===== src/rtl/mips_multicycle_ctrl_if.sv =====
`default_nettype none
// ============================================================================
//  Module      : mips_multicycle_ctrl_if
//  Description : Controller <-> datapath bundle for the multi-cycle MIPS core.
//                Carries the decoded IR fields and zero flag towards the
//                controller and every mux select / strobe / ALU control back.
//  Revision    : 1.0 - initial release
// ============================================================================
interface mips_multicycle_ctrl_if #(
    parameter int STATE_W = 4
);
    logic [5:0]         opcode;
    logic [5:0]         funct;
    logic               zero;
    logic               pc_en;
    logic               i_or_d;
    logic               mem_read;
    logic               mem_write;
    logic               ir_write;
    logic               reg_dst;
    logic               mem_to_reg;
    logic               reg_write;
    logic               alu_src_a;
    logic [1:0]         alu_src_b;
    logic [1:0]         pc_source;
    logic [1:0]         alu_op;
    logic               alu_binv;
    logic               alu_cin;
    logic               illegal;
    logic [STATE_W-1:0] state;

    // Controller side
    modport master (
        input  opcode, funct, zero,
        output pc_en, i_or_d, mem_read, mem_write, ir_write, reg_dst,
               mem_to_reg, reg_write, alu_src_a, alu_src_b, pc_source,
               alu_op, alu_binv, alu_cin, illegal, state
    );

    // Datapath side
    modport slave (
        output opcode, funct, zero,
        input  pc_en, i_or_d, mem_read, mem_write, ir_write, reg_dst,
               mem_to_reg, reg_write, alu_src_a, alu_src_b, pc_source,
               alu_op, alu_binv, alu_cin, illegal, state
    );
endinterface
`default_nettype wire


===== src/rtl/mips_multicycle_ctrl.sv =====
`default_nettype none
// ============================================================================
//  Module      : mips_multicycle_ctrl
//  Description : Moore control FSM for the multi-cycle MIPS datapath
//                (fetch / decode / execute / memory / writeback).
//                Optional macro ADDI_EN adds addi support (states 10, 11).
//  Revision    : 1.0 - initial release
// ============================================================================
module mips_multicycle_ctrl #(
    parameter int STATE_W = 4
) (
    input  wire logic               clk,
    input  wire logic               reset,
    mips_multicycle_ctrl_if.master  bus
);

    localparam logic [STATE_W-1:0] c_ST_FETCH   = STATE_W'(0);
    localparam logic [STATE_W-1:0] c_ST_DECODE  = STATE_W'(1);
    localparam logic [STATE_W-1:0] c_ST_MEMADR  = STATE_W'(2);
    localparam logic [STATE_W-1:0] c_ST_MEMRD   = STATE_W'(3);
    localparam logic [STATE_W-1:0] c_ST_MEMWB   = STATE_W'(4);
    localparam logic [STATE_W-1:0] c_ST_MEMWR   = STATE_W'(5);
    localparam logic [STATE_W-1:0] c_ST_EXEC    = STATE_W'(6);
    localparam logic [STATE_W-1:0] c_ST_RWB     = STATE_W'(7);
    localparam logic [STATE_W-1:0] c_ST_BRANCH  = STATE_W'(8);
    localparam logic [STATE_W-1:0] c_ST_JUMP    = STATE_W'(9);
`ifdef ADDI_EN
    localparam logic [STATE_W-1:0] c_ST_ADDI_EX = STATE_W'(10);
    localparam logic [STATE_W-1:0] c_ST_ADDI_WB = STATE_W'(11);
    localparam logic [5:0]         c_OP_ADDI    = 6'b001000;
`endif

    localparam logic [5:0] c_OP_RTYPE = 6'b000000;
    localparam logic [5:0] c_OP_LW    = 6'b100011;
    localparam logic [5:0] c_OP_SW    = 6'b101011;
    localparam logic [5:0] c_OP_BEQ   = 6'b000100;
    localparam logic [5:0] c_OP_J     = 6'b000010;
    localparam logic [5:0] c_FN_ADD   = 6'b100000;
    localparam logic [5:0] c_FN_SUB   = 6'b100010;
    localparam logic [5:0] c_FN_AND   = 6'b100100;
    localparam logic [5:0] c_FN_OR    = 6'b100101;

    logic [STATE_W-1:0] r_state;
    logic [STATE_W-1:0] w_next;
    logic               w_funct_ok;
    logic               w_op_legal;
    logic               w_pc_write;
    logic               w_pc_write_cond;

    // Only the four supported ALU functs make an R-type instruction legal
    assign w_funct_ok = (bus.funct == c_FN_ADD) || (bus.funct == c_FN_SUB) ||
                        (bus.funct == c_FN_AND) || (bus.funct == c_FN_OR);

    // Instruction recognition used both for DECODE dispatch and the illegal pulse
    always_comb begin
        w_op_legal = 1'b0;
        case (bus.opcode)
            c_OP_LW, c_OP_SW, c_OP_BEQ, c_OP_J: w_op_legal = 1'b1;
            c_OP_RTYPE:                         w_op_legal = w_funct_ok;
`ifdef ADDI_EN
            c_OP_ADDI:                          w_op_legal = 1'b1;
`endif
            default:                            w_op_legal = 1'b0;
        endcase
    end

    // State register: reset returns to FETCH, abandoning any instruction
    always_ff @(posedge clk) begin
        if (reset) begin
            r_state <= c_ST_FETCH;
        end else begin
            r_state <= w_next;
        end
    end

    // Next-state logic; every instruction (and unused encodings) ends in FETCH
    always_comb begin
        w_next = c_ST_FETCH;
        case (r_state)
            c_ST_FETCH:  w_next = c_ST_DECODE;
            c_ST_DECODE: begin
                case (bus.opcode)
                    c_OP_LW, c_OP_SW: w_next = c_ST_MEMADR;
                    c_OP_RTYPE:       w_next = w_funct_ok ? c_ST_EXEC : c_ST_FETCH;
                    c_OP_BEQ:         w_next = c_ST_BRANCH;
                    c_OP_J:           w_next = c_ST_JUMP;
`ifdef ADDI_EN
                    c_OP_ADDI:        w_next = c_ST_ADDI_EX;
`endif
                    default:          w_next = c_ST_FETCH;
                endcase
            end
            c_ST_MEMADR: w_next = (bus.opcode == c_OP_SW) ? c_ST_MEMWR : c_ST_MEMRD;
            c_ST_MEMRD:  w_next = c_ST_MEMWB;
            c_ST_EXEC:   w_next = c_ST_RWB;
`ifdef ADDI_EN
            c_ST_ADDI_EX: w_next = c_ST_ADDI_WB;
`endif
            default:     w_next = c_ST_FETCH;
        endcase
    end

    // Output decode of the state register; everything held low during reset
    always_comb begin
        w_pc_write      = 1'b0;
        w_pc_write_cond = 1'b0;
        bus.i_or_d      = 1'b0;
        bus.mem_read    = 1'b0;
        bus.mem_write   = 1'b0;
        bus.ir_write    = 1'b0;
        bus.reg_dst     = 1'b0;
        bus.mem_to_reg  = 1'b0;
        bus.reg_write   = 1'b0;
        bus.alu_src_a   = 1'b0;
        bus.alu_src_b   = 2'b00;
        bus.pc_source   = 2'b00;
        bus.alu_op      = 2'b00;
        bus.alu_binv    = 1'b0;
        bus.alu_cin     = 1'b0;
        bus.illegal     = 1'b0;
        if (!reset) begin
            case (r_state)
                c_ST_FETCH: begin
                    bus.mem_read  = 1'b1;
                    bus.ir_write  = 1'b1;
                    bus.alu_src_b = 2'b01;
                    bus.alu_op    = 2'b10;
                    w_pc_write    = 1'b1;
                end
                c_ST_DECODE: begin
                    bus.alu_src_b = 2'b11;
                    bus.alu_op    = 2'b10;
                    bus.illegal   = ~w_op_legal;
                end
                c_ST_MEMADR: begin
                    bus.alu_src_a = 1'b1;
                    bus.alu_src_b = 2'b10;
                    bus.alu_op    = 2'b10;
                end
                c_ST_MEMRD: begin
                    bus.mem_read = 1'b1;
                    bus.i_or_d   = 1'b1;
                end
                c_ST_MEMWB: begin
                    bus.reg_write  = 1'b1;
                    bus.mem_to_reg = 1'b1;
                end
                c_ST_MEMWR: begin
                    bus.mem_write = 1'b1;
                    bus.i_or_d    = 1'b1;
                end
                c_ST_EXEC: begin
                    bus.alu_src_a = 1'b1;
                    case (bus.funct)
                        c_FN_SUB: begin
                            bus.alu_op   = 2'b10;
                            bus.alu_binv = 1'b1;
                            bus.alu_cin  = 1'b1;
                        end
                        c_FN_AND: bus.alu_op = 2'b00;
                        c_FN_OR:  bus.alu_op = 2'b01;
                        default:  bus.alu_op = 2'b10;
                    endcase
                end
                c_ST_RWB: begin
                    bus.reg_dst   = 1'b1;
                    bus.reg_write = 1'b1;
                end
                c_ST_BRANCH: begin
                    bus.alu_src_a   = 1'b1;
                    bus.alu_op      = 2'b10;
                    bus.alu_binv    = 1'b1;
                    bus.alu_cin     = 1'b1;
                    w_pc_write_cond = 1'b1;
                    bus.pc_source   = 2'b01;
                end
                c_ST_JUMP: begin
                    w_pc_write    = 1'b1;
                    bus.pc_source = 2'b10;
                end
`ifdef ADDI_EN
                c_ST_ADDI_EX: begin
                    bus.alu_src_a = 1'b1;
                    bus.alu_src_b = 2'b10;
                    bus.alu_op    = 2'b10;
                end
                c_ST_ADDI_WB: begin
                    bus.reg_write = 1'b1;
                end
`endif
                default: ;
            endcase
        end
    end

    // PC enable follows zero combinationally so beq resolves within BRANCH
    assign bus.pc_en = w_pc_write | (w_pc_write_cond & bus.zero);
    assign bus.state = reset ? '0 : r_state;

endmodule
`default_nettype wire

===== src/flat_wrapper.sv =====
// flat-port wrapper written by rule: the top's interface ports become plain ports
module mips_multicycle_ctrl_flat 
#(
    parameter int STATE_W = 4
)
  (clk, reset, bus_opcode, bus_funct, bus_zero, bus_pc_en, bus_i_or_d, bus_mem_read, bus_mem_write, bus_ir_write, bus_reg_dst, bus_mem_to_reg, bus_reg_write, bus_alu_src_a, bus_alu_src_b, bus_pc_source, bus_alu_op, bus_alu_binv, bus_alu_cin, bus_illegal, bus_state);
  mips_multicycle_ctrl_if #(.STATE_W(STATE_W)) bus_i ();
  input  wire logic clk;
  input  wire logic reset;
  input wire logic [$bits(bus_i.opcode)-1:0] bus_opcode;
  input wire logic [$bits(bus_i.funct)-1:0] bus_funct;
  input wire logic [$bits(bus_i.zero)-1:0] bus_zero;
  output wire logic [$bits(bus_i.pc_en)-1:0] bus_pc_en;
  output wire logic [$bits(bus_i.i_or_d)-1:0] bus_i_or_d;
  output wire logic [$bits(bus_i.mem_read)-1:0] bus_mem_read;
  output wire logic [$bits(bus_i.mem_write)-1:0] bus_mem_write;
  output wire logic [$bits(bus_i.ir_write)-1:0] bus_ir_write;
  output wire logic [$bits(bus_i.reg_dst)-1:0] bus_reg_dst;
  output wire logic [$bits(bus_i.mem_to_reg)-1:0] bus_mem_to_reg;
  output wire logic [$bits(bus_i.reg_write)-1:0] bus_reg_write;
  output wire logic [$bits(bus_i.alu_src_a)-1:0] bus_alu_src_a;
  output wire logic [$bits(bus_i.alu_src_b)-1:0] bus_alu_src_b;
  output wire logic [$bits(bus_i.pc_source)-1:0] bus_pc_source;
  output wire logic [$bits(bus_i.alu_op)-1:0] bus_alu_op;
  output wire logic [$bits(bus_i.alu_binv)-1:0] bus_alu_binv;
  output wire logic [$bits(bus_i.alu_cin)-1:0] bus_alu_cin;
  output wire logic [$bits(bus_i.illegal)-1:0] bus_illegal;
  output wire logic [$bits(bus_i.state)-1:0] bus_state;
  assign bus_i.opcode = bus_opcode;
  assign bus_i.funct = bus_funct;
  assign bus_i.zero = bus_zero;
  assign bus_pc_en = bus_i.pc_en;
  assign bus_i_or_d = bus_i.i_or_d;
  assign bus_mem_read = bus_i.mem_read;
  assign bus_mem_write = bus_i.mem_write;
  assign bus_ir_write = bus_i.ir_write;
  assign bus_reg_dst = bus_i.reg_dst;
  assign bus_mem_to_reg = bus_i.mem_to_reg;
  assign bus_reg_write = bus_i.reg_write;
  assign bus_alu_src_a = bus_i.alu_src_a;
  assign bus_alu_src_b = bus_i.alu_src_b;
  assign bus_pc_source = bus_i.pc_source;
  assign bus_alu_op = bus_i.alu_op;
  assign bus_alu_binv = bus_i.alu_binv;
  assign bus_alu_cin = bus_i.alu_cin;
  assign bus_illegal = bus_i.illegal;
  assign bus_state = bus_i.state;
  mips_multicycle_ctrl #(.STATE_W(STATE_W)) u_core (.clk(clk), .reset(reset), .bus(bus_i));
endmodule

===== config.mk =====
export PLATFORM = sky130hd
export DESIGN_NAME = mips_multicycle_ctrl_flat
export DESIGN_NICKNAME = d
export VERILOG_FILES = /design/src/rtl/mips_multicycle_ctrl_if.sv /design/src/rtl/mips_multicycle_ctrl.sv /design/src/flat_wrapper.sv
export SDC_FILE = /design/constraint.sdc
export NUM_CORES = 1
export LEC_CHECK = 0
export BUFFER_PORTS_ARGS = -buffer_cell sky130_fd_sc_hd__clkbuf_2
export CORE_AREA = 4 4 41 43
export DETAILED_ROUTE_END_ITERATION = 8
export DIE_AREA = 0 0 45 47
export GPL_ROUTABILITY_DRIVEN = 0
export GPL_TIMING_DRIVEN = 0
export PLACE_DENSITY = 0.76
export SLEW_MARGIN = 25
export SYNTH_ARGS = -nofsm -noshare
export SYNTH_HDL_FRONTEND = slang
export SYNTH_SLANG_ARGS = --single-unit

===== constraint.sdc =====
create_clock -name clk -period 2 [get_ports clk]
set_input_delay 0.2 -clock clk [delete_from_list [all_inputs] [get_ports clk]]
set_output_delay 0.2 -clock clk [all_outputs]
set_load 0.01 [all_outputs]

* Yosys cells after proc, flatten, opt, wreduce, memory -nomap -nowiden *
Index checks and enable logic that the tools add are counted.

storage, ports and cells
  register bits = 4
  output and inout port bits = 22
  word-level logic and storage cells = 72

operators by class
  equal/unequal tests = 17
  multiplexer cells = 38
  bitwise operators = 3
  reductions and logical operators = 13

operators by type and width
  cell                  count
  $eq A6 B6 Y1 const B  6
  $mux W1               24
  $pmux W4 S5           1
  $eq A4 B3 Y1 const B  4
  $pmux W4 S4           1
  $pmux W2 S2           3
  $reduce_or A2 Y1      5
  $eq A4 B2 Y1 const B  2
  $eq A4 B4 Y1 const B  2
  $reduce_or A4 Y1      2
  $eq A6 B2 Y1 const B  1
  $eq A6 B3 Y1 const B  1
  $logic_not A6 Y1      1
  $mux W2               3
  $mux W3               2
  $pmux W2 S3           1
  $eq A4 B1 Y1 const B  1
  $logic_not A4 Y1      1
  $mux W4               1
  $pmux W1 S2           2
  $logic_or A1 B1 Y1    3
  $reduce_or A3 Y1      1
  $and A1 B1 Y1         1
  $not A1 Y1            1
  $or A1 B1 Y1          1

* Depth between registers and ports, before layout *
  depth after elaboration = 8
  gate-level depth with buffers = 6

* Worst setup path after synthesis *
Ideal clock, no wire load.

  path kind = register to output
  from = register u_core.r_state[3]
  to = output bus_illegal
  arrival = 1566 ps
  path slack = 234 ps
  stages on the path, launching flop included = 6
  path buffers = 1
  cells stage by stage = dfxtp_1 -> or2_2 -> buf_2 -> nor3_1 -> nand2_1 -> nor3b_1

between the ends
  longest elaborated chain between the ends = 3

ends and longest elaborated chain
  element                 RTL line                     RTL
  from (decl)             mips_multicycle_ctrl.sv:43   logic [STATE_W-1:0] r_state;
  from (signal assigned)  mips_multicycle_ctrl.sv:70   r_state <= c_ST_FETCH;
  from (signal assigned)  mips_multicycle_ctrl.sv:72   r_state <= w_next;
  $eq A4 B1 Y1            mips_multicycle_ctrl.sv:122  case (r_state)
  $mux W1                 mips_multicycle_ctrl.sv:122
  $mux W1                 mips_multicycle_ctrl.sv:121  if (!reset) begin
  to (decl)               flat_wrapper.sv:27           output wire logic [$bits(bus_i.illegal)-1:0] bus_illegal;

No other way between the ends.

* Worst setup path after layout *
Ends and elaborated chain as after synthesis.

==> impl_results.md <==
- Cell accounting for the most synthesized area: dfxtp_1
- Highest clock rate: 532 MHz
- CTS tree: yes
- Biggest register: u_core.r_state
- Number of detailed-route iterations in the first pass: 4
- Post-synthesis register bit count: 4
- Power Dens Cells: 366 mW/mm^2
- Share of cells above drive strength 1: 0.468
- Slew HR: 0.688
- H-tree levels: 1
- Tcrit/Tclk final: 0.939
- Endpoint class of the critical path: output port
- Avg Cell Area, Syn: between 7 and 8 sq um
- Largest net degree at the start of global routing: 11
- Clock buffer depth: 2
- Root Driver: clkbuf_4
- Hold Fails Final Rpt: 0
- Die Y: around 47 um
- Top-level port count: 37
- Tightest Hold Check Type: input pin to register
- Die W: about 45 um
- Final Instance Count excl. Fillers: about 120
- Min Tclk post-route: around 1900 ps
- Area of the multi-input gates: between 300 and 400 sq um
- Core area: around 0.0013 sq mm
- Fin area: 732 sq um
- Iter 0 DRT Violations: 7
- Initial Util: 0.388
- Largest regs: u_core.r_state: 4 flops
- Cell area after synthesis: ~500 sq um
- Total track usage: 0.156
- Status: completed
- Worst-Margin Slew: between 400 and 500 ps
- Slew Viols, Final: 0
- Total gr overflow: 0
- Worst VDD drop: between 0.0002 and 0.00025 V
- Clock transition at path regs: ~30 ps
- Setup TNS: 0 ps
- Register area: between 80 and 90 sq um
- Ant diodes: 0
- Worst endpoint data arrival time: 1680 ps
- Cells after synthesis: 70
- RSZ-0062 raised after global routing: false
- Util after Layout: 0.563
- Row count: 13
- CP required: between 1500 and 2000 ps
- Post-synthesis cell type count: 33
- Latest clock arrival within the worst-skew pair: between 200 and 250 ps
- Yosys Warn Count: 0
- TritonCTS buffer count: 3
- Placed cell area: 704 sq um
- WL per Instance: between 10 and 15 um
- Max FFs per register: 4
- Post-DP HPWL: 1.21 mm
- Drt drc: 0
- Vias in the first global route: 598
- Syn-to-layout area delta: 44.8%
- Leak Pwr: roughly 0.35 nW
- Sequential-to-total area share from yosys stat: 0.158
- First-pass GRT wire length: around 2.5 mm
- Final setup vio count: 0
- Fin Hold WS: 331 ps
- Post-Route WL: around 1.5 mm
- Crit path kind: register to output port
- Placed cells: ~120
- Max cap viols: 0
- Antenna violations before repair: 0
- Fin nets: 126
- Total vias in the final route: approximately 660
- Crit path max fanout: 7
- Die footprint: 0.00212 sq mm
- PortBufs: 36
- Worst Skew: 2.32 ps
- Synth top area share: 0.158
- Fillers: 132
- Hold_buf cts: 0
- Top area cells in the synthesized netlist: dfxtp_1, nor3_1, nor2_1
- Mapped Nets: 85
- Number of vias per cell: approximately 5.3
- Crit start category: register
- Post-route ant nets: 0
- CTS Sinks: 4
==> layer usage <==
| layer | GRT usage | vias up | wire length (um) |
|---|---|---|---|
| met3 | 0.0383 | 5 | 170 |
| met2 | 0.254 | 33 | 620 |
| met4 | 0.0702 | 0 | 33 |
| li1 | - | 340 | - |
| met5 | 0 | - | 0 |
| met1 | 0.194 | 284 | 666 |
==> layout by cell type, fill, tap and decap left out, types with 2 or more instances in the layout <==
cell type	synthesis	layout
nor4_1	3	3
buf_2	4	4
clkbuf_2	0	36
and3_1	3	3
nor3_1	10	9
clkbuf_4	0	3
a21oi_1	2	2
or3_1	2	2
inv_1	3	3
xnor2_1	2	2
nand2_1	4	4
nor3b_1	3	3
nor2_1	8	8
clkbuf_1	2	2
dfxtp_1	4	4
==> final cells by class <==
cell class              instances  share of cell area
inverters                       3              0.0154
plain buffers                   7              0.0479
clock buffers                   3              0.0308
multi-input cells              56               0.525
repair buffers                 36               0.246
well taps                      15              0.0256
flip-flops and latches          4               0.109
==> stage by stage <==
stage,worst slack (ps),total power [mW]
2_1_floorplan,234,0.132
3_3_place_gp,271,0.165
4_1_cts,23.7,0.268
3_5_place_dp,282,0.167
6_report,122,0.268
5_1_grt,1.60,0.284
==> path summary, 6_finish.rpt <==
| kind | slack, ps | to | cells past startpoint | start |
|---|---|---|---|---|
| worst max-delay path | 120 | bus_illegal | 6 | u_core.r_state[3]$_SDFF_PP0_ |
| worst min-delay path | 330 | u_core.r_state[3]$_SDFF_PP0_ | 3 | bus_opcode[4] |
| worst min register to register | 610 | u_core.r_state[2]$_SDFF_PP0_ | 2 | u_core.r_state[0]$_SDFF_PP0_ |
| worst max register to register | 590 | u_core.r_state[1]$_SDFF_PP0_ | 4 | u_core.r_state[2]$_SDFF_PP0_ |
==> logic make-up after synthesis <==
logic type      synth area share
compound gates             0.168
xor+xnor                  0.0520
fa+ha+maj                 0.0198
buf+inv                   0.0916
flops                      0.158
mux                       0.0223
simple gates               0.488
==> cell usage after synthesis <==
| cell type | count |
|---|---|
| a211o_1 | 1 |
| a31oi_1 | 1 |
| and3_1 | 3 |
| a2111oi_2 | 1 |
| a221oi_1 | 1 |
| nand2_1 | 4 |
| a22oi_1 | 1 |
| and4b_1 | 1 |
| and4_1 | 1 |
| nor2_1 | 8 |
| buf_2 | 4 |
| xnor2_1 | 2 |
| inv_1 | 3 |
| buf_4 | 1 |
| nor4_1 | 3 |
| maj3_1 | 1 |
| nor3_1 | 10 |
| nor4_4 | 1 |
| a31o_2 | 1 |
| mux2_2 | 1 |
| nor2b_1 | 1 |
| nand4b_1 | 1 |
| or3b_4 | 1 |
| a21oi_1 | 2 |
| nand2b_1 | 1 |
| dfxtp_1 | 4 |
| or2_2 | 1 |
| or3_1 | 2 |
| nor3b_1 | 3 |
| o32a_1 | 1 |
| clkbuf_1 | 2 |
| xor2_1 | 1 |
| o311a_1 | 1 |
==> critical path, cell delays in order, from the launching register on <==
cell	delay [ps]
dfxtp_1	370
or2_2	290
buf_2	160
nor3_2	150
nand2_1	100
nor3b_1	210
clkbuf_2	160
==> report_power, final <==
part / switching [mW] / internal (mW) / leakage [nW]
logic: 0.0459 / 0.0372 / 0.306
clock network: 0.0348 / 0.0672 / 0.0138
registers: 0.000610 / 0.0821 / 0.0326
==> timing repair <==
item | in CTS | in global routing
setup endpoints to repair | 0 | 1
buffers inserted | 0 | 0
resized for setup | 0 | 1
Note: power is estimated with default switching activity, not from simulation.
